<file path="src/rtl/gen_scheduler.sv">
// Frame/generation scheduler: sequences one renderer and NUM_ENGINES parallel
// life-logic engines over a double buffer, with run/pause/single-step control,
// frames-per-generation pacing, a wrapping generation counter and a watchdog
// that abandons a generation whose done pulses never all arrive.
module gen_scheduler #(
  parameter int NUM_ENGINES    = 4,
  parameter int SPEED_W        = 4,
  parameter int GEN_W          = 16,
  parameter int TIMEOUT_CYCLES = 2**24
) (
  input  logic                   clk_in,
  input  logic                   rst_n_in,
  input  logic                   pause_in,
  input  logic                   step_in,
  input  logic [SPEED_W-1:0]     speed_in,
  input  logic [NUM_ENGINES-1:0] engine_done_in,
  input  logic                   render_done_in,
  output logic [NUM_ENGINES-1:0] engine_start_out,
  output logic                   render_start_out,
  output logic                   buf_swap_out,
  output logic [GEN_W-1:0]       generation_out,
  output logic                   busy_out,
  output logic                   timeout_out
);

  localparam int WD_W = $clog2(TIMEOUT_CYCLES);
  localparam logic [WD_W-1:0] WD_LAST = WD_W'(TIMEOUT_CYCLES - 1);

  typedef enum logic [1:0] {
    S_IDLE   = 2'd0,
    S_LAUNCH = 2'd1,
    S_WAIT   = 2'd2,
    S_SWAP   = 2'd3
  } state_t;

  // A speed of zero frames per generation is treated as one.
  function automatic logic [SPEED_W-1:0] eff_speed(input logic [SPEED_W-1:0] s);
    if (s == {SPEED_W{1'b0}}) begin
      eff_speed = SPEED_W'(1);
    end else begin
      eff_speed = s;
    end
  endfunction

  state_t                 state_r;
  logic                   idle_wait_r;
  logic [SPEED_W-1:0]     frame_cnt_r;
  logic                   step_pending_r;
  logic                   logic_active_r;
  logic [NUM_ENGINES-1:0] eng_flag_r;
  logic                   render_flag_r;
  logic [WD_W-1:0]        wd_cnt_r;

  logic                   frame_last_s;
  logic                   gen_due_s;
  logic [NUM_ENGINES-1:0] eng_seen_s;
  logic                   render_seen_s;
  logic                   wait_exit_s;
  logic                   wd_expire_s;
  logic                   enter_launch_s;

  // Frame pacing, generation-due decision and S_WAIT exit/abort conditions.
  always_comb begin
    frame_last_s  = (frame_cnt_r >= (eff_speed(speed_in) - SPEED_W'(1)));
    if (pause_in) begin
      gen_due_s = step_pending_r;
    end else begin
      gen_due_s = frame_last_s;
    end
    eng_seen_s    = eng_flag_r | engine_done_in;
    render_seen_s = render_flag_r | render_done_in;
    wait_exit_s   = render_seen_s && (!logic_active_r || (&eng_seen_s));
    wd_expire_s   = (wd_cnt_r == WD_LAST);
  end

  // Which edges start a new frame (normal exit wins over watchdog expiry).
  always_comb begin
    enter_launch_s = 1'b0;
    case (state_r)
      S_IDLE:   enter_launch_s = idle_wait_r;
      S_LAUNCH: enter_launch_s = 1'b0;
      S_WAIT:   enter_launch_s = !wait_exit_s && wd_expire_s;
      S_SWAP:   enter_launch_s = 1'b1;
      default:  enter_launch_s = 1'b0;
    endcase
  end

  // Scheduler FSM with registered pulse outputs, step latch and counters.
  always_ff @(posedge clk_in or negedge rst_n_in) begin
    if (!rst_n_in) begin
      state_r          <= S_IDLE;
      idle_wait_r      <= 1'b0;
      frame_cnt_r      <= '0;
      step_pending_r   <= 1'b0;
      logic_active_r   <= 1'b0;
      eng_flag_r       <= '0;
      render_flag_r    <= 1'b0;
      wd_cnt_r         <= '0;
      engine_start_out <= '0;
      render_start_out <= 1'b0;
      buf_swap_out     <= 1'b0;
      generation_out   <= '0;
      busy_out         <= 1'b0;
      timeout_out      <= 1'b0;
    end else begin
      engine_start_out <= '0;
      render_start_out <= 1'b0;
      buf_swap_out     <= 1'b0;

      // A new step request is kept even if the previous one is consumed now.
      if (!pause_in) begin
        step_pending_r <= 1'b0;
      end else if (step_in) begin
        step_pending_r <= 1'b1;
      end else if (enter_launch_s) begin
        step_pending_r <= 1'b0;
      end else begin
        step_pending_r <= step_pending_r;
      end

      case (state_r)
        S_IDLE: begin
          if (idle_wait_r) begin
            state_r <= S_LAUNCH;
          end else begin
            idle_wait_r <= 1'b1;
          end
        end
        S_LAUNCH: begin
          state_r <= S_WAIT;
        end
        S_WAIT: begin
          if (wait_exit_s) begin
            state_r <= S_SWAP;
            if (logic_active_r) begin
              buf_swap_out   <= 1'b1;
              generation_out <= generation_out + GEN_W'(1);
              busy_out       <= 1'b0;
            end
          end else if (wd_expire_s) begin
            state_r     <= S_LAUNCH;
            timeout_out <= 1'b1;
            busy_out    <= 1'b0;
          end else begin
            eng_flag_r    <= eng_flag_r | (engine_done_in & {NUM_ENGINES{logic_active_r}});
            render_flag_r <= render_seen_s;
            wd_cnt_r      <= wd_cnt_r + WD_W'(1);
          end
        end
        S_SWAP: begin
          state_r <= S_LAUNCH;
        end
        default: begin
          state_r <= S_IDLE;
        end
      endcase

      // Frame launch: start renderer always, engines only when a generation is due.
      if (enter_launch_s) begin
        render_start_out <= 1'b1;
        eng_flag_r       <= '0;
        render_flag_r    <= 1'b0;
        wd_cnt_r         <= '0;
        if (gen_due_s) begin
          engine_start_out <= '1;
          logic_active_r   <= 1'b1;
          busy_out         <= 1'b1;
        end else begin
          logic_active_r   <= 1'b0;
        end
        if (!pause_in) begin
          frame_cnt_r <= frame_last_s ? '0 : (frame_cnt_r + SPEED_W'(1));
        end
      end
    end
  end

endmodule

</file>
<file path="config.mk">
export PLATFORM = sky130hd
export DESIGN_NAME = gen_scheduler
export DESIGN_NICKNAME = d
export VERILOG_FILES = /design/src/rtl/gen_scheduler.sv
export SDC_FILE = /design/constraint.sdc
export NUM_CORES = 1
export LEC_CHECK = 0
export BUFFER_PORTS_ARGS = -buffer_cell sky130_fd_sc_hd__buf_4
export CAP_MARGIN = 5
export CORE_ASPECT_RATIO = 1.5
export CORE_MARGIN = 4
export CORE_UTILIZATION = 40
export CTS_CLUSTER_SIZE = 40
export DETAILED_ROUTE_END_ITERATION = 7
export HOLD_SLACK_MARGIN = 0.02
export SETUP_SLACK_MARGIN = 0.3
export SLEW_MARGIN = 20
export SYNTH_ARGS = -nofsm -noshare
export SYNTH_HDL_FRONTEND = slang
export SYNTH_SLANG_ARGS = --single-unit
</file>
<file path="constraint.sdc">
create_clock -name clk_in -period 5.45 [get_ports clk_in]
set_clock_uncertainty 0.2 [all_clocks]
set_input_delay 0.545 -clock clk_in [delete_from_list [all_inputs] [get_ports clk_in]]
set_output_delay 0.545 -clock clk_in [all_outputs]
set_load 0.01 [all_outputs]
</file>
== After elaboration in Yosys (flattened, before gate mapping) ==
Cells that the tools add are included.

* Flip-flop bits (word level): 62
* Logic and storage cells: 84

* Add/sub/neg operators: 4
* Magnitude comparators: 1
* Equal/unequal tests: 9
* Multiplexer cells: 36
* Bitwise operators: 6
* Reduce and logical (&&, ||, !) cells: 14

{| class="wikitable"
|+ Operator list
! kind !! number
|-
| $mux W24 || 4
|-
| $mux W4 || 8
|-
| $add A24 B1 Y24 const B || 1
|-
| $eq A24 B24 Y1 const B || 1
|-
| $mux W1 || 19
|-
| $add A16 B1 Y16 const B || 1
|-
| $reduce_and A3 Y1 || 3
|-
| $or A4 B4 Y4 || 2
|-
| $pmux W2 S4 || 1
|-
| $mux W2 || 3
|-
| $add A4 B1 Y4 const B || 1
|-
| $and A4 B4 Y4 || 1
|-
| $eq A2 B2 Y1 const B || 2
|-
| $ge A4 B4 Y1 || 1
|-
| $logic_not A4 Y1 || 1
|-
| $ne A2 B1 Y1 const B || 2
|-
| $pmux W1 S4 || 1
|-
| $reduce_and A2 Y1 || 2
|-
| $reduce_and A4 Y1 || 1
|-
| $sub A4 B1 Y4 const B || 1
|-
| $ne A3 B1 Y1 const B || 1
|-
| $ne A3 B3 Y1 const B || 1
|-
| $eq A2 B1 Y1 const B || 1
|-
| $logic_and A1 B1 Y1 || 2
|-
| other kinds (7) || 9
|}

== Depth between registers and ports, before layout ==
Gate-level depths: netlist of run 1.

* Word-level depth: 10
* Depth in mapped cells: 9
* Depth with buffers taken out: 9

== Least setup slack after synthesis of run 1 ==
Ideal clock, no wire load.

* Path kind: input to register
* Start point: input port speed_in[0]
* End point: register frame_cnt_r[3]
* Arrival: 2.529 ns
* Required time: 5.113 ns
* Path slack: 2.584 ns
* Stages: 9
* Cells stage by stage: or2_2 -> nor2_1 -> a21oi_1 -> ha_1 -> or4b_2 -> a31oi_1 -> nor3b_1 -> o41ai_1 -> o31ai_1

* Cells in the longest elaborated chain, start to end: 5

{| class="wikitable"
|+ RTL lines
! item !! RTL line !! RTL
|-
| from (decl) || 15 || <nowiki>input logic [SPEED_W-1:0] speed_in,</nowiki>
|-
| $logic_not A4 Y1 || 38 || <nowiki>if (s == {SPEED_W{1'b0}}) begin</nowiki>
|-
| $mux W4 * || 38 ||
|-
| $sub A4 B1 Y4 * || 64 || <nowiki>frame_last_s = (frame_cnt_r >= (eff_speed(speed_in) - SPEED_W'(1)));</nowiki>
|-
| $ge A4 B4 Y1 * || 64 ||
|-
| $mux W4 * || 172 || <nowiki>frame_cnt_r <= frame_last_s ? '0 : (frame_cnt_r + SPEED_W'(1));</nowiki>
|-
| to (signal assigned) || 172 ||
|-
| to (decl) || 47 || <nowiki>logic [SPEED_W-1:0] frame_cnt_r;</nowiki>
|}

Every way passes the cells marked *; elsewhere a longest branch is shown, timed or not.
A chain may end at the register's enable or synchronous reset.

== Final worst setup path of run 1 ==
Same ends and word-level chain as after synthesis.

==> results.cfg, run 1 <==
[sta]
min_period_over_period_pct = 51.3
fmax_mhz = 358
min_period_ns = 2.80
grt_setup_unrepaired = false
whs_ns = 0.0513
relSlewSlack_pct = 44.3
tightest_slew_ns = 0.835
final_max_slew_viol_count = 0
fin_setup_tns_ns = 0
setup_viol = 0
finalHoldViolations = 0

[cells_and_area]
layout-drive-gt1-share_pct = 19.1
most-common-layout-cells = 59 x dfrtp_1, 38 x buf_4, 23 x a21oi_1
final_net_count = 361
antenna_cells = 0
fin_util_pct = 49.2
final_common_cell = dfrtp_1
syn_to_final_growth_pct = 18.2
fin_cells = 440
nFillCells = 702

[cts]
numCtsBuffers = 9
cts_tree = yes
cts-root-buf = clkbuf_8
cts_setup_buffers = 0
clock_sinks = 59
insertion_delay_ns = 0.35
post_cts_resized = 0
ctsHoldBuffers = 0
cts_buffer_depth = 2
clkSlewWorstSetupHoldPaths_ns = 0.06
cts.htree.levels = 3

[worst_setup_path]
crit_path_start = speed_in[0]
arrival_ns = 2.81
endpoint = frame_cnt_r[3]
required_ns = 5.47
r2r_start = wd_cnt_r[17]
crit_chain = buf_4, or2_2, nor2_1, a21oi_1, ha_1, or4b_2, a31oi_1, nor3b_1, o41ai_1, o31ai_1
r2r_cells = 5
setup.reg_to_reg.worst_slack_ns = 2.72
slowest_delay_ns = 0.58
cp_slowest_cell = or4b_2
cp-start-kind = primary input
crit_type = primary input to flop
end_kind = flop
path_max_fanout = 4
r2r_end = wd_cnt_r[17]

[floorplanning]
start_util_pct = 41.6
die_h_um = 115
die_w_um = 79.5
ioPinCount = 37
core_sq_um = 7370
rows = 38
die_area_sq_um = 9160

[power]
power.density_nw_per_um2 = 360
fin_total_pwr_mw = 1.31
leakagePower_nw = 1.56
vdd_drop_max_mv = 0.206

[synthesis]
ys_ff_latch = 59
synthMuxAreaShare_pct = 1.71
ys_async_sr_fraction_pct = 100
netlist_area_sq_um = 3070
synth_top_area_share_pct = 48.2
ys_seq_area_share_pct = 48.2
synthFlopType = dfrtp_1
synth-compound-area-share_pct = 13.9
syn_nets = 324
synth_cells = 300
syn_avg_cell_area_sq_um = 10.2
post_synth_fa_ha_maj_area_fraction_pct = 4.49
yosys.area.top_type = dfrtp_1
synth-simple-area-share_pct = 22.5
synthTopCellsByArea = dfrtp_1 48%, xnor2_1 5.4%, ha_1 4.5%
yosysUniqueCellTypes = 45
synth_xor_area_share_pct = 6.00
synth_edf_count = 0
synth_top_family_by_area = simple AND/OR/NAND/NOR gates
ys_warn_count = 0

[global_routing]
grt_usage_pct = 15.9
grt_pass1_vias = 2517
grt-ovfl-total = 0
antenna_found_initial = 0
grt_pass1_wl_mm = 11.4
grt_max_degree = 60

[place]
io_buffers = 36
dp.cells = 426
dp_hpwl_mm = 4.42
gp_congestion = 0.809

[route]
wire_per_inst_um = 14.6
vias_per_cell = 5.50
drt-pass1-iter-count = 4
vias = 2418
antenna_left = 0
finalWirelength_mm = 6.40
drc = 0
drt_iter0_drc = 80

[outcome]
outcome = complete, no violations

[min_path]
min_path_type = primary input to asynchronous set/reset pin

[flow_run]
maxCapViolations = 0
-- registers in the layout, summed over array words and instances, names as in the netlist, 2 cells and up --
name	cells
state_r	2
frame_cnt_r	4
eng_flag_r	4
generation_out	16
wd_cnt_r	24
-- through the flow --
step	area [sq um]	setup WS (ns)
2_1_floorplan	3070	2.58
3_3_place_gp	3410	2.33
3_5_place_dp	3410	2.29
4_1_cts	3620	2.66
5_1_grt	3620	2.37
6_report	3620	2.65
-- synth_stat cells (8+ instances only) --
cell and count:
inv_1 8, xnor2_1 19, ha_1 11, nand2_1 14
or4_1 8, or3_1 10, nand3_1 16, a21oi_1 23
o21ai_0 15, nor2_1 21, o31ai_1 10, dfrtp_1 59
nand4_1 10
-- critical path, delay by kind of cell --
| kind | cells | cell delay (ns) |
|---|---|---|
| AO/OA/AOI/OAI | 4 | 0.77 |
| adder cells (fa/ha/maj) | 1 | 0.28 |
| buffers and inverters | 1 | 0.11 |
| AND/OR/NAND/NOR | 4 | 1.10 |
-- cells by family after synthesis --
group | Yosys count
muxes | 5
buffers and inverters | 20
and+or+nand+nor | 118
xor gates and xnor gates | 21
adders and majority gates | 11
DFF | 59
AOI/OAI and AO/OA | 66
-- per-layer routing --
metal / up-vias / global-route usage, % / wire length (um)
li1: 1178 / - / -
met1: 1194 / 18.4 / 2800
met2: 35 / 26.3 / 3190
met3: 11 / 4.08 / 246
met4: 0 / 9.40 / 163
met5: - / 0 / 0
-- layout make-up --
type	instances	area, sq um	area share, %
Sequential cell	59	1480	40.7
Multi-Input combinational cell	221	1490	41.2
Clock inverter	2	60.1	1.66
Clock buffer	12	155	4.28
Tap cell	100	125	3.45
Inverter	8	30.0	0.828
Timing Repair Buffer	38	285	7.87
-- power breakdown --
group / internal, mW / switching [mW] / total (mW)
clock: 0.277 / 0.166 / 0.443
combinational: 0.135 / 0.199 / 0.334
sequential: 0.483 / 0.0459 / 0.529
total: 0.896 / 0.411 / 1.31
-- worst min-delay path by stage --
stage	from	slack, ns	depth (start not counted)	endpoint
final	rst_n_in	0.05	1	step_pending_r
after global routing	rst_n_in	0.12	1	step_pending_r
after CTS	rst_n_in	0.08	1	step_pending_r
after detailed placement	timeout_out	0.25	1	timeout_out
after global placement	timeout_out	0.24	1	timeout_out
after floorplan	rst_n_in	0.05	0	buf_swap_out
No activity file was read; power rests on OpenSTA's default activity.
==> inputs of run 2 (changes only) <==
--- a/config.mk
+++ b/config.mk
@@ -5,6 +5,7 @@
 export SDC_FILE = /design/constraint.sdc
 export NUM_CORES = 1
 export LEC_CHECK = 0
+export ABC_AREA = 1
 export BUFFER_PORTS_ARGS = -buffer_cell sky130_fd_sc_hd__buf_4
 export CAP_MARGIN = 5
 export CORE_ASPECT_RATIO = 1.5
==> constraint.sdc (replaced) <==
create_clock -name clk_in -period 2.4 [get_ports clk_in]
set_clock_uncertainty 0.2 [all_clocks]
set_input_delay 0.24 -clock clk_in [delete_from_list [all_inputs] [get_ports clk_in]]
set_output_delay 0.24 -clock clk_in [all_outputs]
set_load 0.01 [all_outputs]
==> run 2 against run 1 <==
  * Clock-buffer cell count stayed put
  * First-iteration DRC count is 18% higher
  * Total power grew to 3.0 times the previous value
  * Combinational power grew to 3.8 times the previous value
  * Highest routed layer unchanged
==> results.cfg, run 2 <==
[synthesis]
synth_most_common_cell = nand2_1
ys_seq_area_share_pct = 42.9
yosys.area.top_type = dfrtp_1
synthMuxAreaShare_pct = 0.983
netlist_area_sq_um = 3440
syn_avg_cell_area_sq_um = 7.81
synth_edf_count = 0
synth_xor_area_share_pct = 4.59
ys_ff_latch = 59
post_synth_fa_ha_maj_area_fraction_pct = 4.00
synth_top_area_share_pct = 42.9
synth_commonest_cells = 101 x nand2_1, 62 x inv_1, 59 x dfrtp_1, 55 x nor2_1, 27 x nand3_1
yosysUniqueCellTypes = 36
syn_nets = 464
synth-compound-area-share_pct = 7.86
ys_warn_count = 0
synth_top_family_by_area = simple AND/OR/NAND/NOR gates
synth-simple-area-share_pct = 30.1
ys_async_sr_fraction_pct = 100
synthFlopType = dfrtp_1
synthTopCellsByArea = dfrtp_1 43%, nand2_1 11%, inv_1 6.8%
synth_cells = 440

[worst_setup_path]
cp-start-kind = flop
required_ns = 2.47
path_max_fanout = 6
end_kind = flop
r2r_cells = 12
r2r_start = wd_cnt_r[1]
arrival_ns = 2.10
r2r_end = frame_cnt_r[1]
setup.reg_to_reg.worst_slack_ns = 0.37
crit_type = flop to flop

[cts]
cts.htree.levels = 3
clock_sinks = 59
clkSlewWorstSetupHoldPaths_ns = 0.05
numCtsBuffers = 9
cts_buffer_depth = 2
insertion_delay_ns = 0.33
cts-root-buf = clkbuf_16
cts_tree = yes

[flow_run]
maxCapViolations = 0

[sta]
finalHoldViolations = 0
final_max_slew_viol_count = 0
min_period_ns = 2.03
layout_setup_ws_ns = 0.373
setup_viol = 0
fin_setup_tns_ns = 0
tightest_slew_ns = 0.754
relSlewSlack_pct = 49.7
fmax_mhz = 493
min_period_over_period_pct = 84.4
grt_setup_unrepaired = true

[floorplanning]
start_util_pct = 40.9
rows = 41
die_w_um = 83.7
die_area_sq_um = 10200
core_sq_um = 8410
die_h_um = 122
ioPinCount = 37

[power]
sw_frac_of_total_pct = 32.7
p_clk_share_pct = 35.8
power.density_nw_per_um2 = 899
intPower_mw = 2.65
vdd_drop_max_mv = 0.701
leakagePower_nw = 2.13
pwr-share-comb_pct = 32.4
p_sw_mw = 1.29
pwr-share-seq_pct = 31.8

[cells_and_area]
syn_to_final_growth_pct = 27.4
top_regs = wd_cnt_r: 24 flops, generation_out: 16 flops
final_net_count = 520
final_common_cell = nand2_1
nFillCells = 821
top_register = wd_cnt_r
most-common-layout-cells = 99 x nand2_1, 61 x inv_1, 59 x dfrtp_1
multi_input_area_sq_um = 1720
final-seq-area_sq_um = 1480
layout-drive-gt1-share_pct = 22.0
fin_cells = 608
antenna_cells = 0
largest_reg_flops = 24

[global_routing]
grt_max_degree = 60
antenna_found_initial = 0
grt_pass1_vias = 2986
grt-ovfl-total = 0
grt_usage_pct = 16.5
grt_pass1_wl_mm = 13.3

[min_path]
min_from = engine_done_in[1]
min_path_type = primary input to flop
hold_depth = 5
whs_endpoint = eng_flag_r[1]

[place]
dp.cells = 578
pre_cts_ws_ns = 0.199
io_buffers = 36
gp_congestion = 0.855
dp_hpwl_mm = 5.54

[route]
drt-pass1-iter-count = 4
finalWirelength_mm = 7.99
vias_per_cell = 4.90
drc = 0
wire_per_inst_um = 13.1
antenna_left = 0
vias = 2981
drt_iter0_drc = 94

[outcome]
outcome = complete, no violations
==> run 2: worst max-delay path, stage by stage (launching register included) <==
cell and delay [ns]:
dfrtp_1 0.37, ha_2 0.20, inv_2 0.05, nor2_4 0.13, nand2_4 0.08, inv_4 0.09, nand3_4 0.10, o21ai_4 0.16
nand2_4 0.13, buf_12 0.16, nor2_4 0.15, nand3b_1 0.09, nand2_1 0.06
==> run 2: metrics by stage <==
stage / utilization [%] / power [mW] / area, sq um / hold slack (ns)
2_1_floorplan: - / 1.98 / 3440 / -0.256
3_3_place_gp: 45.3 / 2.29 / 3810 / 0.172
3_5_place_dp: 45.3 / 2.31 / 3810 / 0.172
4_1_cts: 49.8 / 3.77 / 4190 / 0.0648
5_1_grt: 52.1 / 4.20 / 4380 / 0.113
6_report: 52.1 / 3.94 / 4380 / 0.0732
==> run 2: kinds of logic after synthesis <==
group	after synthesis
DFF	59
buffers and inverters	76
adders and majority gates	11
muxes	3
and+or+nand+nor	226
xor gates and xnor gates	18
AOI/OAI and AO/OA	47
==> run 2: repair_timing <==
action | 4_1_cts | 5_1_grt
gates resized for setup | 2 | 23
setup endpoints to repair | 10 | 36
gates cloned | 0 | 2
pin swaps | 1 | 10
endpoints found under the hold margin | 62 | 0
buffers inserted | 2 | 7
hold buffers | 3 | 0
==> run 2: area by class of cell <==
cell class / count / share of cell area, %
multi-input cells: 305 / 39.2
flip-flops and latches: 59 / 33.7
repair buffers: 54 / 10.6
inverters: 67 / 5.91
clock buffers: 12 / 5.85
well taps: 107 / 3.06
clock inverters: 4 / 1.66
==> run 2: power groups by stage <==
stage | logic (mW) | clock network [mW] | registers, mW
after detailed placement | 1.04 | 0 | 1.27
after global routing | 1.43 | 1.49 | 1.28
after CTS | 1.07 | 1.44 | 1.25
final | 1.28 | 1.41 | 1.25
after global placement | 1.02 | 0 | 1.27
after floorplan | 0.712 | 0 | 1.27
==> run 2: worst max path at each step <==
stage | from | endpoint
finish | wd_cnt_r[1] | frame_cnt_r[1]
global route | wd_cnt_r[1] | frame_cnt_r[1]
CTS | wd_cnt_r[0] | wd_cnt_r[4]
detailed placement | speed_in[1] | logic_active_r
global placement | speed_in[1] | logic_active_r
floorplan | wd_cnt_r[0] | wd_cnt_r[14]
==> run 2: routing by layer <==
layer	GRT usage, %	wire (um)	up-vias
li1	-	-	1505
met1	17.9	3290	1402
met2	28.8	4180	60
met3	4.94	344	14
met4	8.85	181	0
met5	0	0	-
==> inputs of run 3 (changes only) <==
==> constraint.sdc (replaced) <==
create_clock -name clk_in -period 1.8 [get_ports clk_in]
set_clock_uncertainty 0.2 [all_clocks]
set_input_delay 0.18 -clock clk_in [delete_from_list [all_inputs] [get_ports clk_in]]
set_output_delay 0.18 -clock clk_in [all_outputs]
set_load 0.01 [all_outputs]
==> run 3 against run 2 <==
  * Die area stayed put
  * Non-clock buffer count is 82 higher
  * The run now ends with setup timing left
  * Worst hold slack lost 0.071 ns
  * Critical path depth stayed put
  * Fmax is 5.5% higher
  * Clock power up 17%
  * Critical path type unchanged
  * Design area grew 20%
  * Clock-buffer cell count is 1 lower
  * Sequential cell count stayed put
  * Routed wire length rose by 22%
  * Sequential share of layout area shrank 5.5 points
==> results.cfg, run 3 (synthesis results as in run 2) <==
[outcome]
outcome = finished with violations
violations = setup timing

[worst_setup_path]
crit_family = simple AND/OR/NAND/NOR gates
slowest_delay_ns = 0.35
end_kind = flop
required_ns = 1.81
arrival_ns = 1.94
cp-start-kind = flop
critPathBufInv = 4
cp_slowest_cell = dfrtp_1
r2r_end = wd_cnt_r[8]
crit_type = flop to flop
path_max_fanout = 7
crit_chain = ha_2, inv_2, nor2_4, nand2_4, clkinv_4, nand3_4, o21ai_4, nand2_4, buf_4, buf_16, nand2_1, a21oi_1
r2r_cells = 12
setup.reg_to_reg.worst_slack_ns = -0.12
r2r_start = wd_cnt_r[1]
crit_top_cell = nand2_4

[route]
drc = 0
vias_per_cell = 4.94
vias = 3398
drt_iter0_drc = 100
wire_per_inst_um = 14.1
drt-pass1-iter-count = 4
antenna_left = 0
finalWirelength_mm = 9.72

[power]
leakagePower_nw = 2.65
vdd_drop_max_mv = 0.814
fin_total_pwr_mw = 5.58
power.density_nw_per_um2 = 1060

[global_routing]
grt-ovfl-total = 0
use_met3_pct = 3.32
gr-usage-met2_pct = 38.0
use_met1_pct = 19.4
grt_pass1_vias = 3536
grt_max_degree = 30
antenna_found_initial = 0
grt_pass1_wl_mm = 15.8
grt_usage_pct = 19.5
top_usage_layer = met2

[floorplanning]
die_area_sq_um = 10200
die_h_um = 122
core_sq_um = 8410
start_util_pct = 40.9
ioPinCount = 37
die_w_um = 83.7
rows = 41

[cells_and_area]
post-route-cell-area_sq_um = 5250
layout-drive-gt1-share_pct = 40.3
final_net_count = 602
final_common_cell = buf_4
antenna_cells = 0
fin_util_pct = 62.3
syn_to_final_growth_pct = 52.5
top_regs = wd_cnt_r: 24 flops, generation_out: 16 flops
fin_cells = 688
top_register = wd_cnt_r
most-common-layout-cells = 115 x buf_4, 86 x nand2_1, 59 x inv_1, 59 x dfrtp_1, 42 x nor2_1
largest_reg_flops = 24

[place]
pre_cts_ws_ns = -0.185
dp_hpwl_mm = 6.76
gp_congestion = 0.880
dp.cells = 646
io_buffers = 36
place_area_sq_um = 4430

[sta]
min_period_over_period_pct = 107
min_period_ns = 1.92
whs_ns = 0.00266
final_max_slew_viol_count = 0
tightest_slew_ns = 0.429
fmax_mhz = 520
grt_setup_unrepaired = true
fin_setup_tns_ns = -3.80
layout_setup_ws_ns = -0.122
setup_viol = 49
relSlewSlack_pct = 71.4
finalHoldViolations = 0

[min_path]
hold_depth = 5
whs_endpoint = eng_flag_r[3]
min_from = engine_done_in[3]
min_path_type = primary input to flop

[cts]
cts_tree = yes
clkSlewWorstSetupHoldPaths_ns = 0.05
numCtsBuffers = 9
insertion_delay_ns = 0.33
cts.htree.levels = 3
cts-root-buf = clkbuf_16
cts_buffer_depth = 2
clock_sinks = 59

[flow_run]
maxCapViolations = 0
[run 3: changes by cell type in the layout (fill, tap and decap cells not counted), sizes merged]
cell,before,now
clkinvlp,1,0
clkbuf,14,11
inv,67,66
buf,49,133
clkinv,1,3
bufinv,2,1
[run 3: final cells by class]
| cell class | count | area, sq um |
|---|---|---|
| repair buffers | 136 | 1150 |
| flip-flops and latches | 59 | 1480 |
| fillers | 720 | 3170 |
| clock inverters | 3 | 40.0 |
| well taps | 107 | 134 |
| clock buffers | 11 | 243 |
| multi-input cells | 305 | 1950 |
| inverters | 67 | 256 |
[run 3: layer usage]
metal | wire, um | part of all wire (%)
met5 | 0 | 0
met3 | 359 | 3.7
met2 | 5380 | 55
met4 | 410 | 4.2
met1 | 3570 | 37
[run 3: where the power goes]
part | total, mW | internal [mW] | switching (mW)
sequential | 1.65 | 1.51 | 0.146
combinational | 2.27 | 1.12 | 1.15
clock | 1.65 | 1.09 | 0.566
[run 3: timing repair]
action | in CTS | in global routing
resized for setup | 41 | 38
hold endpoints to repair | 66 | 0
setup endpoints to repair | 58 | 58
gates cloned | 1 | 0
hold buffers | 3 | 0
pin swaps | 16 | 20
setup buffers | 13 | 11
[run 3: worst register-to-register path, delay by kind of cell (launching register included)]
family                     cells  cell delay, ns
AOI/OAI and AO/OA              2            0.21
buffers and inverters          4            0.41
DFF                            1            0.35
and+or+nand+nor                5            0.45
adders and majority gates      1            0.19
[run 3: how the worst max path moves through the flow]
stage / start / end / slack [ns] / depth (start not counted)
finish: wd_cnt_r[1] / wd_cnt_r[8] / -0.12 / 12
global placement: wd_cnt_r[1] / wd_cnt_r[12] / -0.14 / 10
CTS: wd_cnt_r[1] / frame_cnt_r[3] / -0.12 / 12
detailed placement: speed_in[1] / logic_active_r / -0.18 / 14
floorplan: wd_cnt_r[0] / wd_cnt_r[14] / -0.05 / 13
global route: wd_cnt_r[1] / frame_cnt_r[0] / -0.22 / 12
